===== config.mk =====
export PLATFORM = sky130hd
export DESIGN_NAME = flex_timer_flat
export DESIGN_NICKNAME = d
export VERILOG_FILES = /design/src/rtl/flex_timer_pkg.sv /design/src/rtl/flex_timer_if.sv /design/src/rtl/tick_prescaler.sv /design/src/rtl/flex_timer.sv /design/src/flat_wrapper.sv
export SDC_FILE = /design/constraint.sdc
export NUM_CORES = 1
export LEC_CHECK = 0
export CAP_MARGIN = 20
export CORE_MARGIN = 3
export CORE_UTILIZATION = 45
export CTS_CLUSTER_SIZE = 20
export DETAILED_ROUTE_END_ITERATION = 16
export PLACE_DENSITY = 0.67
export SLEW_MARGIN = 40
export SYNTH_ARGS = -nofsm -noshare
export SYNTH_HDL_FRONTEND = slang
export SYNTH_HIERARCHICAL = 1
export SYNTH_SLANG_ARGS = --single-unit

===== constraint.sdc =====
create_clock -name clk -period 4.8 [get_ports clk]
set_input_delay 0.96 -clock clk [delete_from_list [all_inputs] [get_ports clk]]
set_output_delay 0.96 -clock clk [all_outputs]
set_load 0.02 [all_outputs]

===== src/rtl/flex_timer_pkg.sv =====
`default_nettype none
// ============================================================================
// Module   : flex_timer_pkg
// Purpose  : Shared types and default widths for the flex_timer block.
//            Provides the one-shot FSM state type and the default counter
//            and prescaler widths used by the interface and the RTL.
// Revision : 1.0 - initial release
// ============================================================================
package flex_timer_pkg;

    localparam int c_DEF_NUM_CNT_BITS  = 8;
    localparam int c_DEF_PRESCALE_BITS = 4;

    // RUN: counting normally. DONE: one-shot terminal value reached, parked.
    typedef enum logic {
        RUN  = 1'b0,
        DONE = 1'b1
    } flex_timer_state_t;

endpackage : flex_timer_pkg
`default_nettype wire


===== src/rtl/flex_timer_if.sv =====
`default_nettype none
// ============================================================================
// Module   : flex_timer_if
// Purpose  : Control/status bundle of the flex_timer.
//            master : drives clear, count_enable, prescale_val, count_down,
//                     one_shot, load, load_val, rollover_val; observes status.
//            slave  : the timer; drives count_out, rollover_flag,
//                     rollover_pulse, done.
// Revision : 1.0 - initial release
// ============================================================================
interface flex_timer_if
    import flex_timer_pkg::*;
#(
    parameter int NUM_CNT_BITS  = c_DEF_NUM_CNT_BITS,
    parameter int PRESCALE_BITS = c_DEF_PRESCALE_BITS
);
    logic                     clear;
    logic                     count_enable;
    logic [PRESCALE_BITS-1:0] prescale_val;
    logic                     count_down;
    logic                     one_shot;
    logic                     load;
    logic [NUM_CNT_BITS-1:0]  load_val;
    logic [NUM_CNT_BITS-1:0]  rollover_val;
    logic [NUM_CNT_BITS-1:0]  count_out;
    logic                     rollover_flag;
    logic                     rollover_pulse;
    logic                     done;

    modport master (
        output clear, count_enable, prescale_val, count_down, one_shot,
               load, load_val, rollover_val,
        input  count_out, rollover_flag, rollover_pulse, done
    );

    modport slave (
        input  clear, count_enable, prescale_val, count_down, one_shot,
               load, load_val, rollover_val,
        output count_out, rollover_flag, rollover_pulse, done
    );
endinterface : flex_timer_if
`default_nettype wire


===== src/rtl/tick_prescaler.sv =====
`default_nettype none
// ============================================================================
// Module   : tick_prescaler
// Purpose  : Enable prescaler. Emits tick_o on every (prescale_val+1)-th
//            cycle in which enable_i is high; enable_i low freezes it.
// Ports    : clk, rst      - clock, synchronous active-high reset
//            clear_i       - restart the prescale count at 0
//            enable_i      - qualifies advance
//            prescale_val  - period minus one
//            tick_o        - combinational tick for the current cycle
// Revision : 1.0 - initial release
// ============================================================================
module tick_prescaler
    import flex_timer_pkg::*;
#(
    parameter int PRESCALE_BITS = c_DEF_PRESCALE_BITS
) (
    input  wire logic                     clk,
    input  wire logic                     rst,
    input  wire logic                     clear_i,
    input  wire logic                     enable_i,
    input  wire logic [PRESCALE_BITS-1:0] prescale_val,
    output      logic                     tick_o
);
    logic [PRESCALE_BITS-1:0] r_cnt;

    // The tick is decoded from the current count so that prescale_val = 0
    // advances the main counter on the very edge count_enable is seen.
    assign tick_o = enable_i && (r_cnt == prescale_val);

    always_ff @(posedge clk) begin
        if (rst || clear_i) begin
            r_cnt <= '0;
        end else if (enable_i) begin
            r_cnt <= tick_o ? '0 : r_cnt + 1'b1;
        end
    end
endmodule : tick_prescaler
`default_nettype wire


===== src/rtl/flex_timer.sv =====
`default_nettype none
// ============================================================================
// Module   : flex_timer
// Purpose  : Programmable up/down counter/timer with prescaler, parallel
//            load, one-shot/free-running modes, rollover level flag and a
//            single-cycle rollover pulse. All outputs are registered.
// Ports    : clk, rst  - clock, synchronous active-high reset
//            bus       - flex_timer_if.slave (controls in, status out)
// Revision : 1.0 - initial release
// ============================================================================
module flex_timer
    import flex_timer_pkg::*;
#(
    parameter int NUM_CNT_BITS  = c_DEF_NUM_CNT_BITS,
    parameter int PRESCALE_BITS = c_DEF_PRESCALE_BITS
) (
    input wire logic    clk,
    input wire logic    rst,
    flex_timer_if.slave bus
);
    localparam logic [NUM_CNT_BITS-1:0] c_ONE = NUM_CNT_BITS'(1);

    flex_timer_state_t       r_state;
    logic [NUM_CNT_BITS-1:0] r_count;
    logic                    r_flag;
    logic                    r_pulse;
    logic                    r_done;

    logic                    w_tick;
    logic                    w_rzero;
    logic [NUM_CNT_BITS-1:0] w_term;
    logic [NUM_CNT_BITS-1:0] w_next;
    logic                    w_hit;
    logic                    w_load_hit;

    tick_prescaler #(
        .PRESCALE_BITS (PRESCALE_BITS)
    ) u_prescaler (
        .clk          (clk),
        .rst          (rst),
        .clear_i      (bus.clear | bus.load),
        .enable_i     (bus.count_enable),
        .prescale_val (bus.prescale_val),
        .tick_o       (w_tick)
    );

    // A zero period pins the count at 0 and suppresses flag/pulse entirely,
    // so every terminal-value match below is qualified with !w_rzero.
    assign w_rzero = (bus.rollover_val == '0);
    assign w_term  = bus.count_down ? c_ONE : bus.rollover_val;

    always_comb begin
        w_next = '0;
        if (w_rzero) begin
            w_next = '0;
        end else if (!bus.count_down) begin
            // ">=" rather than "==" so a load above the period wraps to 1.
            w_next = (r_count >= bus.rollover_val) ? c_ONE : r_count + 1'b1;
        end else begin
            w_next = (r_count <= c_ONE) ? bus.rollover_val : r_count - 1'b1;
        end
    end

    assign w_hit      = !w_rzero && (w_next == w_term);
    assign w_load_hit = !w_rzero && (bus.load_val == w_term);

    always_ff @(posedge clk) begin
        if (rst || bus.clear) begin
            r_state <= RUN;
            r_count <= '0;
            r_flag  <= 1'b0;
            r_pulse <= 1'b0;
            r_done  <= 1'b0;
        end else if (bus.load) begin
            r_state <= RUN;
            r_count <= bus.load_val;
            r_flag  <= w_load_hit;
            r_pulse <= 1'b0;
            r_done  <= 1'b0;
        end else begin
            r_pulse <= 1'b0;
            case (r_state)
                RUN: begin
                    if (w_tick) begin
                        r_count <= w_next;
                        r_flag  <= w_hit;
                        r_pulse <= w_hit;
                        if (bus.one_shot && w_hit) begin
                            r_state <= DONE;
                            r_done  <= 1'b1;
                        end
                    end
                end
                DONE: begin
                    // Parked at the terminal value; only clear/load leave.
                    r_done <= 1'b1;
                end
                default: begin
                    r_state <= RUN;
                end
            endcase
        end
    end

    assign bus.count_out      = r_count;
    assign bus.rollover_flag  = r_flag;
    assign bus.rollover_pulse = r_pulse;
    assign bus.done           = r_done;
endmodule : flex_timer
`default_nettype wire


===== src/flat_wrapper.sv =====
// flat-port wrapper written by rule: the top's interface ports become plain ports
module flex_timer_flat import flex_timer_pkg::*;
#(
    parameter int NUM_CNT_BITS  = c_DEF_NUM_CNT_BITS,
    parameter int PRESCALE_BITS = c_DEF_PRESCALE_BITS
)
  (clk, rst, bus_clear, bus_count_enable, bus_prescale_val, bus_count_down, bus_one_shot, bus_load, bus_load_val, bus_rollover_val, bus_count_out, bus_rollover_flag, bus_rollover_pulse, bus_done);
  flex_timer_if #(.NUM_CNT_BITS(NUM_CNT_BITS), .PRESCALE_BITS(PRESCALE_BITS)) bus_i ();
  input wire logic clk;
  input wire logic rst;
  input wire logic [$bits(bus_i.clear)-1:0] bus_clear;
  input wire logic [$bits(bus_i.count_enable)-1:0] bus_count_enable;
  input wire logic [$bits(bus_i.prescale_val)-1:0] bus_prescale_val;
  input wire logic [$bits(bus_i.count_down)-1:0] bus_count_down;
  input wire logic [$bits(bus_i.one_shot)-1:0] bus_one_shot;
  input wire logic [$bits(bus_i.load)-1:0] bus_load;
  input wire logic [$bits(bus_i.load_val)-1:0] bus_load_val;
  input wire logic [$bits(bus_i.rollover_val)-1:0] bus_rollover_val;
  output wire logic [$bits(bus_i.count_out)-1:0] bus_count_out;
  output wire logic [$bits(bus_i.rollover_flag)-1:0] bus_rollover_flag;
  output wire logic [$bits(bus_i.rollover_pulse)-1:0] bus_rollover_pulse;
  output wire logic [$bits(bus_i.done)-1:0] bus_done;
  assign bus_i.clear = bus_clear;
  assign bus_i.count_enable = bus_count_enable;
  assign bus_i.prescale_val = bus_prescale_val;
  assign bus_i.count_down = bus_count_down;
  assign bus_i.one_shot = bus_one_shot;
  assign bus_i.load = bus_load;
  assign bus_i.load_val = bus_load_val;
  assign bus_i.rollover_val = bus_rollover_val;
  assign bus_count_out = bus_i.count_out;
  assign bus_rollover_flag = bus_i.rollover_flag;
  assign bus_rollover_pulse = bus_i.rollover_pulse;
  assign bus_done = bus_i.done;
  flex_timer #(.NUM_CNT_BITS(NUM_CNT_BITS), .PRESCALE_BITS(PRESCALE_BITS)) u_core (.clk(clk), .rst(rst), .bus(bus_i));
endmodule

==> results by group <==
Run status
  • Outcome: finished clean

Floorplan
  • IO Pins: 38
  • Total core area: 0.00441 mm^2
  • Die area: 0.00548 mm^2
  • Die Wd: 74.1 um
  • Initial Util: 0.472
  • Die H: 74.1 um
  • Row cnt: 24

Worst setup path
  • Crit-path cells: clkdlybuf4s50_1, inv_1, ha_1, nor4_1, o21ai_1, a31o_2, or4_1, a41o_1, nand4_1, nand2_1
  • Critical Path End Type: flip-flop
  • Worst Path Max Fanout: 14
  • Slowest-stage cell, CP: clkdlybuf4s50_1
  • Buf/Inv on CP: 2
  • WP data required: 4.94 ns
  • CP max stage delay: 0.63 ns
  • Delay-heaviest family, CP: simple AND/OR/NAND/NOR gates
  • CP startpoint kind: input pin
  • R2r setup slk: 1.63 ns
  • Crit path DAT: 3.80 ns
  • Worst setup path class: input pin to flip-flop

Clock tree
  • Worst-path clk slew: 0.06 ns
  • CTS root buffer: clkbuf_8
  • Hold Buf Count CTS: 0
  • CTS Buf Count: 3
  • Cts repair resizes: 0
  • # clock sinks: 16
  • CTS Buffer Depth: 2
  • Max H-tree Level: 1
  • Clk_lat worst skew: 0.25 ns
  • CTS tree: yes
  • Post-CTS setup buffers: 0

Timing
  • Min Tclk post-route: 3.66 ns
  • Slew @ Worst Pin: 0.723 ns
  • Total negative slack: 0 ns
  • RSZ-0062 raised after global routing: no
  • Setup ws final: 1.14 ns
  • Worst hold slack: 0.472 ns
  • Hold Vio Cnt, Final: 0
  • Final slew viol count: 0
  • Relative slew margins: 0.518
  • Clock skew: 0.00445 ns
  • Final Cycle Share: 0.763
  • # setup viols final: 0
  • Max Freq: 273 MHz

Synth
  • Seq/Total Area, Yosys: 0.154
  • Synth top area cells: dfxtp_1, ha_1, xnor2_1, o21ai_0, nor3_1
  • Yosys cell types: 63
  • Syn_area_per_cell: 7.64 um^2
  • Yosys top cell area share: 0.154
  • Area of the mapped netlist: 0.00208 mm^2
  • Post-synth top area cell: dfxtp_1
  • Mapped Nets: 312
  • Post-synth EDFFs: 0
  • Cell count after synthesis: 273
  • Ys async rst share: 0
  • Yosys warns: 6
  • Ys flop type: dfxtp_1
  • Synth Register Bits: 16

Global route
  • All-layer global routing usage: 0.247
  • Largest net degree at the start of global routing: 24
  • Initial antenna violation count: 0
  • Vias in the first global route: 2088
  • GR Overflow Total: 0
  • First-pass GRT wire length: 10600 um

Cells and area
  • Register area: 320 um^2
  • Synth-to-layout area growth: 19.1%
  • Final nets: 335
  • Diode count: 0
  • Layout cells sized above 1: 0.0881
  • Fin cells: 347
  • Multi-input logic area: 0.00161 mm^2
  • # fillers: 445

Detailed routing
  • Vias/cell: 6.70
  • DR DRC count: 0
  • DRT antenna net count: 0
  • Routed vias: 2325
  • Drt pass-1 iters: 6
  • DR WL/cell: 19.3 um
  • DR iter-0 viols: 219
  • Detailed Route WL: 6710 um

Place
  • Gpl congestion: 0.939
  • Post-place setup slack: 0.942 ns
  • Placed insts: 343
  • Port Buffers: 37
  • Post-DP HPWL: 5030 um

Power and ir drop
  • Int Pwr: 0.000288 W
  • Clock power share: 0.268
  • Power Density: 180 mW/mm^2
  • Net switching fraction of the power: 0.354
  • Peak supply drop: 0.172 mV
  • Gate power share: 0.397
  • PnR Total Power: 0.000446 W
  • Sw power: 0.000158 W
  • Sequential share of power: 0.335
  • Leakage Power: 0.928 nW

Min path
  • Worst Hold Class: flip-flop to flip-flop

Flow run
  • Maxcap violations: 0
## per-layer routing
metal / GRT usage / share of wire / vias up
met1: 0.343 / 0.45 / 1092
met2: 0.378 / 0.44 / 126
li1: - / - / 1095
met5: 0 / 0 / -
met3: 0.0662 / 0.094 / 12
met4: 0.0664 / 0.013 / 0
## area by class of cell
cell class | instances | area share
Clock buffer | 4 | 0.0222
Inverter | 15 | 0.0227
Multi-Input combinational cell | 222 | 0.648
Sequential cell | 16 | 0.129
Tap cell | 52 | 0.0262
Timing Repair Buffer | 38 | 0.152
## cell usage in the layout (no fill, tap or decap), types with 3 or more instances in the layout
master / n
a21oi_1: 12
o31ai_2: 3
nor3_1: 14
nor2_1: 14
dfxtp_1: 16
nand4_1: 5
o31ai_1: 3
clkdlybuf4s50_1: 37
a221oi_1: 3
o211a_1: 3
ha_1: 12
inv_1: 15
a31oi_1: 7
nor2b_1: 3
or2_2: 3
o41ai_1: 4
nand3_1: 9
o21ai_0: 17
nor4_1: 6
xor2_1: 8
xnor2_1: 13
nand2_1: 16
o32ai_1: 5
and3_1: 6
a211oi_1: 7
clkbuf_8: 4
nor4_2: 3
nor4bb_1: 3
## synth_stat cells, drive strengths merged (3+ instances only)
| master | instances |
|---|---|
| o32ai | 5 |
| dfxtp | 16 |
| inv | 15 |
| a211oi | 7 |
| clkbuf | 12 |
| or4 | 3 |
| o211a | 3 |
| ha | 12 |
| nand2 | 17 |
| buf | 8 |
| nor4 | 9 |
| or2 | 4 |
| a31oi | 7 |
| xor2 | 8 |
| nor2 | 14 |
| o41ai | 4 |
| nor4bb | 3 |
| a221oi | 3 |
| nand3 | 9 |
| and3 | 6 |
| o31ai | 6 |
| nor2b | 3 |
| a21oi | 12 |
| xnor2 | 13 |
| nor3 | 14 |
| nand4 | 5 |
| o21ai | 19 |
## stage by stage
stage,area (um^2),utilization
6_report,2480,0.562
5_1_grt,2480,0.562
3_3_place_gp,2430,0.550
3_5_place_dp,2430,0.550
2_1_floorplan,2080,-
4_1_cts,2480,0.562
## tightest hold or removal path, stage by stage (launching register included)
cell and delay (ns):
dfxtp_1 0.33, nand2_1 0.06, nand2_1 0.04
## flip-flops by register name, indices dropped and copies added, names as in the netlist
| signal | count |
|---|---|
| u_core/bus.count_out | 8 |
| u_core/bus.rollover_flag | 1 |
| u_core/r_state | 1 |
| u_core/bus.rollover_pulse | 1 |
| u_core/bus.done | 1 |
| u_core/u_prescaler/r_cnt | 4 |
## power groups by stage
stage          Clock (W)  Sequential (W)  Combinational (W)
2_1_floorplan          0        0.000146           0.000119
3_3_place_gp           0        0.000152           0.000173
3_5_place_dp           0        0.000152           0.000173
4_1_cts         0.000123        0.000149           0.000174
5_1_grt         0.000129        0.000150           0.000191
6_report        0.000119        0.000149           0.000177
## kinds of logic (layout without fill, tap and decap cells)
| family | Yosys count | in the layout | share of synthesized area |
|---|---|---|---|
| AND/OR/NAND/NOR | 97 | 97 | 0.275 |
| AO/OA/AOI/OAI | 89 | 89 | 0.321 |
| buffers and inverters | 35 | 57 | 0.0750 |
| XOR/XNOR | 21 | 21 | 0.0882 |
| flip-flops | 16 | 16 | 0.154 |
| adder cells (fa/ha/maj) | 12 | 12 | 0.0720 |
| multiplexers | 3 | 3 | 0.0156 |
## worst paths after layout
kind,to,cells after the start,start
max,u_core/bus.done$_SDFFE_PP0P_,10,bus_rollover_val[2]
min,u_core/r_state$_SDFF_PP0_,2,u_core/r_state$_SDFF_PP0_
max reg2reg,u_core/bus.rollover_flag$_SDFFE_PP0P_,9,u_core/bus.count_out[0]$_SDFFE_PP0P_
min reg2reg,u_core/r_state$_SDFF_PP0_,2,u_core/r_state$_SDFF_PP0_
Power figures use the tool's default switching activity.
